## config.mk

```make
export PLATFORM = sky130hd
export DESIGN_NAME = vending_machine
export DESIGN_NICKNAME = d
export VERILOG_FILES = /design/src/rtl/vending_machine.sv
export SDC_FILE = /design/constraint.sdc
export NUM_CORES = 1
export LEC_CHECK = 0
export BUFFER_PORTS_ARGS = -buffer_cell sky130_fd_sc_hd__buf_2
export CAP_MARGIN = 20
export CORE_AREA = 10 10 47 49
export CTS_BUF_LIST = sky130_fd_sc_hd__clkbuf_8
export DETAILED_ROUTE_END_ITERATION = 12
export DIE_AREA = 0 0 57 59
export HOLD_SLACK_MARGIN = 0.03
export PLACE_DENSITY = 0.53
export REMOVE_ABC_BUFFERS = 1
export SLEW_MARGIN = 20
export SYNTH_ARGS = -nofsm -noshare
export SYNTH_HDL_FRONTEND = slang
export SYNTH_SLANG_ARGS = --single-unit
```

## constraint.sdc

```tcl
create_clock -name clk -period 3.25 [get_ports clk]
set_input_delay 0.325 -clock clk [delete_from_list [all_inputs] [get_ports clk]]
set_output_delay 0.325 -clock clk [all_outputs]
set_load 0.05 [all_outputs]
```

## src/rtl/vending_machine.sv

```systemverilog
// Coin-operated vending controller: single product priced at 15 units,
// accepts 5- and 10-unit coins, dispenses, and returns change or a refund.
// All outputs are registered; a coin sampled on edge N is reflected on
// out/change from edge N until edge N+1.
//
// state | meaning
// S0    | credit 0
// S5    | credit 5
// S10   | credit 10
// S_BAD | unused encoding, recovers to S0 with no event
module vending_machine (
  input  logic       clk,
  input  logic       rst,
  input  logic [1:0] in,
  output logic       out,
  output logic [1:0] change
);

  localparam logic [1:0] COIN_NONE   = 2'b00;
  localparam logic [1:0] COIN_5      = 2'b01;
  localparam logic [1:0] COIN_10     = 2'b10;
  localparam logic [1:0] COIN_CANCEL = 2'b11;

  localparam logic [1:0] CHG_NONE = 2'b00;
  localparam logic [1:0] CHG_5    = 2'b01;
  localparam logic [1:0] CHG_10   = 2'b10;

  typedef enum logic [1:0] {
    S0    = 2'b00,
    S5    = 2'b01,
    S10   = 2'b10,
    S_BAD = 2'b11
  } state_t;

  state_t state;

  // Credit FSM with registered dispense/change outputs; reset wins over any coin.
  always_ff @(posedge clk) begin
    if (!rst) begin
      state  <= S0;
      out    <= 1'b0;
      change <= CHG_NONE;
    end else begin
      // Events last exactly one cycle, so default both outputs low.
      out    <= 1'b0;
      change <= CHG_NONE;
      case (state)
        S0: begin
          case (in)
            COIN_5:  state <= S5;
            COIN_10: state <= S10;
            default: state <= S0;  // no coin, or cancel with nothing to refund
          endcase
        end
        S5: begin
          case (in)
            COIN_NONE: state <= S5;
            COIN_5:    state <= S10;
            COIN_10: begin
              state <= S0;
              out   <= 1'b1;
            end
            COIN_CANCEL: begin
              state  <= S0;
              change <= CHG_5;
            end
            default: state <= S0;
          endcase
        end
        S10: begin
          case (in)
            COIN_NONE: state <= S10;
            COIN_5: begin
              state <= S0;
              out   <= 1'b1;
            end
            COIN_10: begin
              state  <= S0;
              out    <= 1'b1;
              change <= CHG_5;
            end
            COIN_CANCEL: begin
              state  <= S0;
              change <= CHG_10;
            end
            default: state <= S0;
          endcase
        end
        default: state <= S0;
      endcase
    end
  end

endmodule

```

==> reports/metrics.yaml, run 1 <==
cts:
  clkLatencyLatePin_ns: 0.21
  postCtsResizedCells: 0
  cts_setup_buffers: 0
  cts_buffers: 3
  clkTransAtPathRegs_ns: 0.03
  hold_buffers: 0
  cts_max_path_buffers: 2
  h-tree-depth: 1
  cts_tree: "yes"
  cts.sinks: 5
  root_buffer: "clkbuf_8"
finish:
  final_cells: 58
  syn2layout_area_growth_pct: 29.9
  nNetsFinal: 58
  antenna_cells: 0
  utilization_pct: 29.5
  drive_above_1_share_pct: 21.4
  nFillCells: 157
grt:
  antenna_found_initial: 0
  first_global_vias: 279
  grt_pass1_wl_um: 959
  track_usage_pct: 3.75
  grt_overflow: 0
  grt_max_degree: 6
setup_path:
  slowest_stage: "dfxtp_1"
  critPathLaunch: "state[0]"
  critPathBufInv: 1
  path_cells: "inv_1 > ha_1 > a222oi_1 > nor2_1"
  cp_max_fo: 4
  reg2regPathDepth: 4
  regToRegEndpoint: "state[1]"
  rrSetupSlack_ns: 2.05
  crit_end: "state[1]"
  endpoint_kind: "register"
  cp.depth: 4
  critPathTopFamily: "flip-flops"
  cp.arrival_ns: 1.29
  start_kind: "register"
  crit_type: "reg2reg"
  cp_data_required_time_ns: 3.35
  max_stage_delay_ns: 0.35
  r2r-start: "state[0]"
synth:
  synthAdderAreaFrac_pct: 43.3
  synth_cells: 32
  yosys.area_share.simple_pct: 10.2
  ys_seq_area_share_pct: 31.5
  ys_top_cells_by_area: "ha_1, dfxtp_1, a22oi_1, nor2_1, inv_1"
  synth_compound_gate_area_share_pct: 10.2
  synthDistinctLibCells: 8
  syn_area_um2: 318
  synth_top_family_by_area: "adder cells"
  synth.area.mux_share_pct: 0
  synth-xor-area-share_pct: 0
  yosys.area.top_type_share_pct: 43.3
  syn_area_per_cell_um2: 9.93
  yosysWarningCount: 0
  synth_seq_cells: 5
  yosysTopAreaCell: "ha_1"
floorplan:
  placementRows: 14
  core-area_um2: 1400
  die_h_um: 59
  die_area_um2: 3360
  start_util_pct: 22.7
  io_pins: 7
  die_x_um: 57
routing:
  ant_nets: 0
  drc: 0
  vias_per_cell: 3.81
  wl_per_cell_um: 9.10
  drt_wl_total_um: 528
  vias: 221
  drtIter0Drc: 3
  drt_first_pass_iters: 4
sta:
  worst-slew-pin-transition_ns: 0.275
  fin_crit_ns: 1.20
  drv_slew: 0
  tns_ns: 0
  setup_viol: 0
  slew_headroom_pct: 81.7
  skew_ns: 0.000510
  clock.fmax_ghz: 0.836
  rsz0062_at_grt: "false"
  timing.final.hold_violations: 0
  finalCritPeriodShare_pct: 36.8
power_and_ir_drop:
  p_leak_nw: 0.210
  peakVddDrop_uv: 106
  p_total_mw: 0.191
  power_density_nw_per_um2: 463
placement:
  place.gp.congestion: 0.733
  dp_hpwl_um: 454
  dp_cells: 54
  port-buffer-count: 6
run:
  drv_cap: 0
hold_path:
  hold_path.class: "in2reg"
outcome:
  outcome: "complete, no violations"
[worst min-delay path, cell delays in order]
cell and delay (ns):
buf_2 0.09, nand2b_1 0.06, nor2_1 0.07
[per-stage QoR]
stage	hold slack, ns	worst slack [ns]	instance area [um^2]
finish	0.371	2.05	413
global route	0.389	1.97	413
CTS	0.371	2.04	413
detailed placement	0.595	1.96	368
global placement	0.597	1.94	368
floorplan	0.476	2.15	318
[cell type report]
type	instances	area [um^2]	share of cell area [%]
Tap cell	16	20.0	4.85
Clock buffer	3	41.3	10.0
Timing Repair Buffer	6	30.0	7.27
Sequential cell	5	100	24.2
Multi-Input combinational cell	23	203	49.1
Inverter	4	15.0	3.64
Clock inverter	1	3.75	0.909
[Yosys cell counts, drive strengths merged]
cell type	n
dfxtp	5
a222oi	1
nand2b	1
inv	4
nor2	5
a22oi	3
nand2	2
ha	11
[cell families (layout without fill, tap and decap cells)]
family          after synthesis  count (layout)
flops                         5               5
buf+inv                       4              14
simple gates                  8               8
compound gates                4               4
fa+ha+maj                    11              11
[state kept, by name, indices dropped and copies added (netlist names)]
register  count
state         2
out           1
change        2
[how the worst min path moves through the flow]
stage / start / end / slack (ns) / cells past startpoint
final: rst / state[1] / 0.37 / 3
after global routing: rst / state[1] / 0.39 / 3
after CTS: rst / state[1] / 0.37 / 3
after detailed placement: rst / state[1] / 0.60 / 3
after global placement: rst / state[1] / 0.60 / 3
after floorplan: rst / state[1] / 0.48 / 2
[layout by cell type (no fill, tap or decap)]
cell type | synthesis | final
a222oi_1 | 1 | 1
nand2_1 | 2 | 2
clkbuf_8 | 0 | 3
nand2b_1 | 1 | 1
ha_1 | 11 | 11
nor2_1 | 5 | 5
a22oi_1 | 3 | 3
dfxtp_1 | 5 | 5
buf_2 | 0 | 6
inv_1 | 4 | 5
[power breakdown]
group | internal, mW | leakage, nW | switching [mW]
Clock | 0.0806 | 0.0269 | 0.0264
Sequential | 0.0635 | 0.0406 | 0.00129
Combinational | 0.00802 | 0.143 | 0.0114
Total | 0.152 | 0.210 | 0.0392
[per-layer routing]
layer	GRT usage, %	up-vias	wire length (um)
li1	-	124	-
met5	0	-	0
met2	6.05	3	274
met1	3.07	94	252
met3	1.29	0	2
met4	5.37	0	0
Note: power is estimated with default switching activity, not from simulation.
==> inputs of run 2 (changes only) <==
--- a/config.mk
+++ b/config.mk
@@ -5,6 +5,7 @@
 export SDC_FILE = /design/constraint.sdc
 export NUM_CORES = 1
 export LEC_CHECK = 0
+export ABC_AREA = 1
 export BUFFER_PORTS_ARGS = -buffer_cell sky130_fd_sc_hd__buf_2
 export CAP_MARGIN = 20
 export CORE_AREA = 10 10 47 49
@@ -12,7 +13,7 @@
 export DETAILED_ROUTE_END_ITERATION = 12
 export DIE_AREA = 0 0 57 59
 export HOLD_SLACK_MARGIN = 0.03
-export PLACE_DENSITY = 0.53
+export PLACE_DENSITY = 0.55
 export REMOVE_ABC_BUFFERS = 1
 export SLEW_MARGIN = 20
 export SYNTH_ARGS = -nofsm -noshare
==> constraint.sdc (replaced) <==
create_clock -name clk -period 1.15 [get_ports clk]
set_input_delay 0.115 -clock clk [delete_from_list [all_inputs] [get_ports clk]]
set_output_delay 0.115 -clock clk [all_outputs]
set_load 0.05 [all_outputs]
==> run 2 against run 1 <==
  * Critical path depth is 1 higher
  * First-iteration DRC count is 33% higher
  * Synthesized cell count is 28% higher
  * Largest cell class unchanged
  * Critical path type unchanged
  * Critical endpoint is now state[0]
  * Highest routed layer is now met4
  * Die area stayed put
  * Cell area is 12% higher
==> reports/metrics.yaml, run 2 <==
outcome:
  outcome: "complete, no violations"
floorplan:
  die_h_um: 59
  die_area_um2: 3360
  placementRows: 14
  core-area_um2: 1400
  io_pins: 7
  die_x_um: 57
  start_util_pct: 25.2
cts:
  cts_max_path_buffers: 2
  hold_buffers: 0
  clkLatencyLatePin_ns: 0.22
  postCtsResizedCells: 0
  clkTransAtPathRegs_ns: 0.03
  cts.sinks: 5
  cts_buffers: 3
  root_buffer: "clkbuf_8"
  cts_tree: "yes"
  cts_setup_buffers: 0
  h-tree-depth: 1
sta:
  finalCritPeriodShare_pct: 89.2
  timing.final.hold_violations: 0
  drv_slew: 0
  worst-slew-pin-transition_ns: 0.256
  holdWs_ns: 0.202
  worst_slack_ns: 0.124
  clock.fmax_ghz: 0.975
  setup_viol: 0
  slew_headroom_pct: 83.1
  fin_crit_ns: 1.03
  tns_ns: 0
  skew_ns: 0.00155
  rsz0062_at_grt: "false"
power_and_ir_drop:
  seqPwrFrac_pct: 32.7
  p_leak_nw: 0.246
  combinationalPowerShare_pct: 11.8
  internal_power_mw: 0.435
  p_total_mw: 0.558
  clock_power_share_pct: 55.5
  p_switching_mw: 0.123
  peakVddDrop_uv: 312
  power_density_nw_per_um2: 1210
  power.share.switching_pct: 22.1
synth:
  yosysTopAreaCell: "ha_1"
  synth_cells: 41
  synth-edff-count: 0
  async_flop_share_pct: 0
  syn_area_per_cell_um2: 8.61
  ys_seq_area_share_pct: 28.4
  syn_area_um2: 353
  synth-main-ff-cell: "dfxtp_1"
  synth_common_cells: "ha_1, nand2_1, inv_1"
  ys_top_cells_by_area: "ha_1, dfxtp_1, nand2_1, inv_1, nand4_1"
  synth_seq_cells: 5
  synthDistinctLibCells: 10
  yosys.area.top_type_share_pct: 39.0
  yosysWarningCount: 0
routing:
  ant_nets: 0
  vias_per_cell: 3.96
  drtIter0Drc: 4
  vias: 265
  drt_wl_total_um: 563
  drc: 0
  drt_first_pass_iters: 4
  wl_per_cell_um: 8.40
setup_path:
  slowest_stage: "dfxtp_1"
  cp_data_required_time_ns: 1.26
  rrSetupSlack_ns: 0.12
  crit_path_frequent_cell: "nand2_1"
  start_kind: "register"
  endpoint_kind: "register"
  max_stage_delay_ns: 0.34
  cp_max_fo: 4
  reg2regPathDepth: 5
  crit_type: "reg2reg"
  regToRegEndpoint: "state[0]"
  cp.arrival_ns: 1.13
  r2r-start: "state[1]"
  path_cells: "inv_1 > ha_1 > nand2_1 > nand2_1 > and2_1"
finish:
  syn2layout_area_growth_pct: 30.5
  final_cell_mix: "nand2_1, ha_1, inv_1"
  biggestRegsByFlops: "change x2, state x2, out x1"
  nNetsFinal: 67
  antenna_cells: 0
  final_cells: 67
  drive_above_1_share_pct: 23.5
  layout_commonest_cell: "nand2_1"
hold_path:
  hold_path.class: "in2reg"
  worstHoldStart: "rst"
  hold-path-endpoint: "out"
  holdPathStages: 3
placement:
  dp_hpwl_um: 475
  place.gp.congestion: 0.782
  port-buffer-count: 6
  dp_cells: 63
  pre_cts_ws_ns: 0.106
grt:
  grt_overflow: 0
  track_usage_pct: 4.06
  antenna_found_initial: 0
  grt_pass1_wl_um: 1000
  grt_max_degree: 6
  first_global_vias: 267
run:
  drv_cap: 0
==> run 2: power by group through the flow <==
stage | clock, mW | sequential (mW) | combinational (mW)
after floorplan | 0 | 0.187 | 0.0382
after detailed placement | 0 | 0.185 | 0.0605
after global routing | 0.331 | 0.183 | 0.0785
after CTS | 0.316 | 0.183 | 0.0605
after global placement | 0 | 0.185 | 0.0615
final | 0.310 | 0.182 | 0.0660
==> run 2: metal layers <==
layer / GRT usage (%) / routed length (um) / vias up
met5: 0 / 0 / -
met3: 2.36 / 22 / 2
met1: 4.28 / 301 / 111
li1: - / - / 145
met4: 6.04 / 10 / 0
met2: 4.50 / 229 / 7
==> run 2: cells by family after synthesis <==
family / count (synthesis) / synth area share (%)
compound gates: 1 / 1.42
flops: 5 / 28.4
fa+ha+maj: 11 / 39.0
buf+inv: 7 / 7.45
simple gates: 17 / 23.8
==> run 2: worst max-delay path, delay by kind of cell, from the launching register on <==
kind                       cells  cell delay, ns
DFF                            1            0.34
adders and majority gates      1            0.23
buffers and inverters          1            0.09
and+or+nand+nor                3            0.25
==> run 2: layout make-up <==
class	count	area, um^2
Tap cell	16	20.0
Multi-Input combinational cell	29	239
Clock inverter	1	3.75
Inverter	7	26.3
Clock buffer	3	41.3
Fill cell	152	941
Timing Repair Buffer	6	30.0
Sequential cell	5	100
==> run 2: how the worst max path moves through the flow <==
stage	from	cells after the start	endpoint	slack (ns)
global route	state[0]	6	state[1]	0.03
CTS	state[0]	4	change[1]	0.12
detailed placement	state[0]	4	change[1]	0.11
global placement	state[0]	4	change[1]	0.15
floorplan	state[0]	4	change[1]	0.19
finish	state[1]	5	state[0]	0.12
==> run 2: through the flow <==
stage          util [%]  area, um^2
4_1_cts            32.0         448
6_report           32.9         460
2_1_floorplan         -         353
3_5_place_dp       28.7         403
3_3_place_gp       28.7         403
5_1_grt            32.9         460
==> inputs of run 3 (changes only) <==
==> constraint.sdc (replaced) <==
create_clock -name clk -period 1 [get_ports clk]
set_input_delay 0.1 -clock clk [delete_from_list [all_inputs] [get_ports clk]]
set_output_delay 0.1 -clock clk [all_outputs]
set_load 0.05 [all_outputs]
==> run 3 against run 2 <==
  * Clock skew is 0.0011 ns lower
  * Combinational power increased by 22%
  * Clock power increased by 14%
  * Largest power group unchanged
  * Highest routed layer is now met3
==> reports/metrics.yaml, run 3 (synthesis results as in run 2) <==
outcome:
  outcome: "complete, no violations"
setup_path:
  crit_end: "change[1]"
  critPathLaunch: "state[0]"
  endpoint_kind: "register"
  start_kind: "register"
  cp_max_fo: 3
  slowest_stage: "dfxtp_2"
  regToRegEndpoint: "change[1]"
  cp.arrival_ns: 1.09
  r2r-start: "state[0]"
  crit_type: "reg2reg"
  max_stage_delay_ns: 0.34
  path_cells: "inv_2 > ha_4 > nand2_2 > nor3b_2"
  reg2regPathDepth: 4
  cp_data_required_time_ns: 1.15
  rrSetupSlack_ns: 0.06
floorplan:
  io_pins: 7
  die_area_um2: 3360
  start_util_pct: 25.2
  die_h_um: 59
  die_x_um: 57
  placementRows: 14
  core-area_um2: 1400
cts:
  cts_tree: "yes"
  cts_max_path_buffers: 2
  clkTransAtPathRegs_ns: 0.03
  h-tree-depth: 1
  cts.sinks: 5
  clkLatencyLatePin_ns: 0.22
  root_buffer: "clkbuf_8"
  hold_buffers: 0
  cts_buffers: 3
routing:
  met3_length_um: 26
  wl_met1_um: 305
  vias_per_cell: 3.90
  ant_nets: 0
  wl_met2_um: 240
  drc: 0
  drt_first_pass_iters: 4
  wl_per_cell_um: 8.55
  vias: 261
  drtIter0Drc: 6
  drt_wl_total_um: 573
  top_layer: "met3"
sta:
  setup_viol: 0
  timing.final.hold_violations: 0
  rsz0062_at_grt: "true"
  skew_ns: 0.000437
  tns_ns: 0
  worst_slack_ns: 0.0587
  drv_slew: 0
  fin_crit_ns: 0.941
  worst-slew-pin-transition_ns: 0.251
  slew_headroom_pct: 83.4
  holdWs_ns: 0.175
  finalCritPeriodShare_pct: 94.1
  clock.fmax_ghz: 1.06
grt:
  grt_overflow: 0
  antenna_found_initial: 0
  grt_pass1_wl_um: 1020
  track_usage_pct: 3.93
  grt_max_degree: 6
  first_global_vias: 273
finish:
  biggestRegsByFlops: "change x2, state x2, out x1"
  utilization_pct: 33.6
  layout_commonest_cell: "nand2_1"
  nNetsFinal: 67
  syn2layout_area_growth_pct: 33.3
  drive_above_1_share_pct: 37.3
  final_cell_mix: "nand2_1, ha_1, inv_1, buf_2"
  antenna_cells: 0
placement:
  port-buffer-count: 6
  dp_hpwl_um: 473
  pre_cts_ws_ns: -0.0349
  place.gp.congestion: 0.782
run:
  drv_cap: 0
power_and_ir_drop:
  power_density_nw_per_um2: 1370
  peakVddDrop_uv: 378
  p_leak_nw: 0.245
hold_path:
  hold_path.class: "in2reg"
[run 3: cell counts in the layout (fill, tap and decap cells not counted)]
No cell type changed its count.
[run 3: report_power, final]
| part | switching (mW) | internal, mW |
|---|---|---|
| Sequential | 0.00472 | 0.207 |
| Clock | 0.0904 | 0.262 |
| Combinational | 0.0466 | 0.0343 |
| Total | 0.142 | 0.504 |
[run 3: area by class of cell]
cell class | instances | area, um^2
Tap cell | 16 | 20.0
Clock buffer | 3 | 41.3
Fill cell | 154 | 931
Inverter | 7 | 26.3
Timing Repair Buffer | 6 | 30.0
Clock inverter | 1 | 3.75
Multi-Input combinational cell | 29 | 246
Sequential cell | 5 | 103
[run 3: worst min-delay path by stage]
stage,from,end,depth (start not counted)
2_1_floorplan,rst,out,2
3_3_place_gp,rst,out,3
3_5_place_dp,rst,out,3
4_1_cts,rst,out,3
5_1_grt,rst,change[0],3
6_report,rst,change[1],3
[run 3: timing repair]
action | CTS | global route
pin swaps | 0 | 1
gates resized for setup | 2 | 6
buffers inserted | 0 | 0
cloned | 0 | 0
setup endpoints to repair | 5 | 5
[run 3: stage by stage]
stage                     total power [mW]  area, um^2  cells
after floorplan                      0.259         353     41
after global placement               0.283         403     63
after detailed placement             0.283         403     63
after CTS                            0.643         450     67
after global routing                 0.687         470     67
final                                0.646         470     67
[run 3: worst max-delay path, delay by kind of cell, from the launching register on]
| family | cells | cell delay (ns) |
|---|---|---|
| simple gates | 2 | 0.20 |
| flops | 1 | 0.34 |
| fa+ha+maj | 1 | 0.27 |
| buf+inv | 1 | 0.06 |
[run 3: layer usage]
layer,GRT usage (%),vias up
li1,-,144
met1,4.64,112
met2,4.50,5
met3,1.72,0
met4,5.03,0
met5,0,-
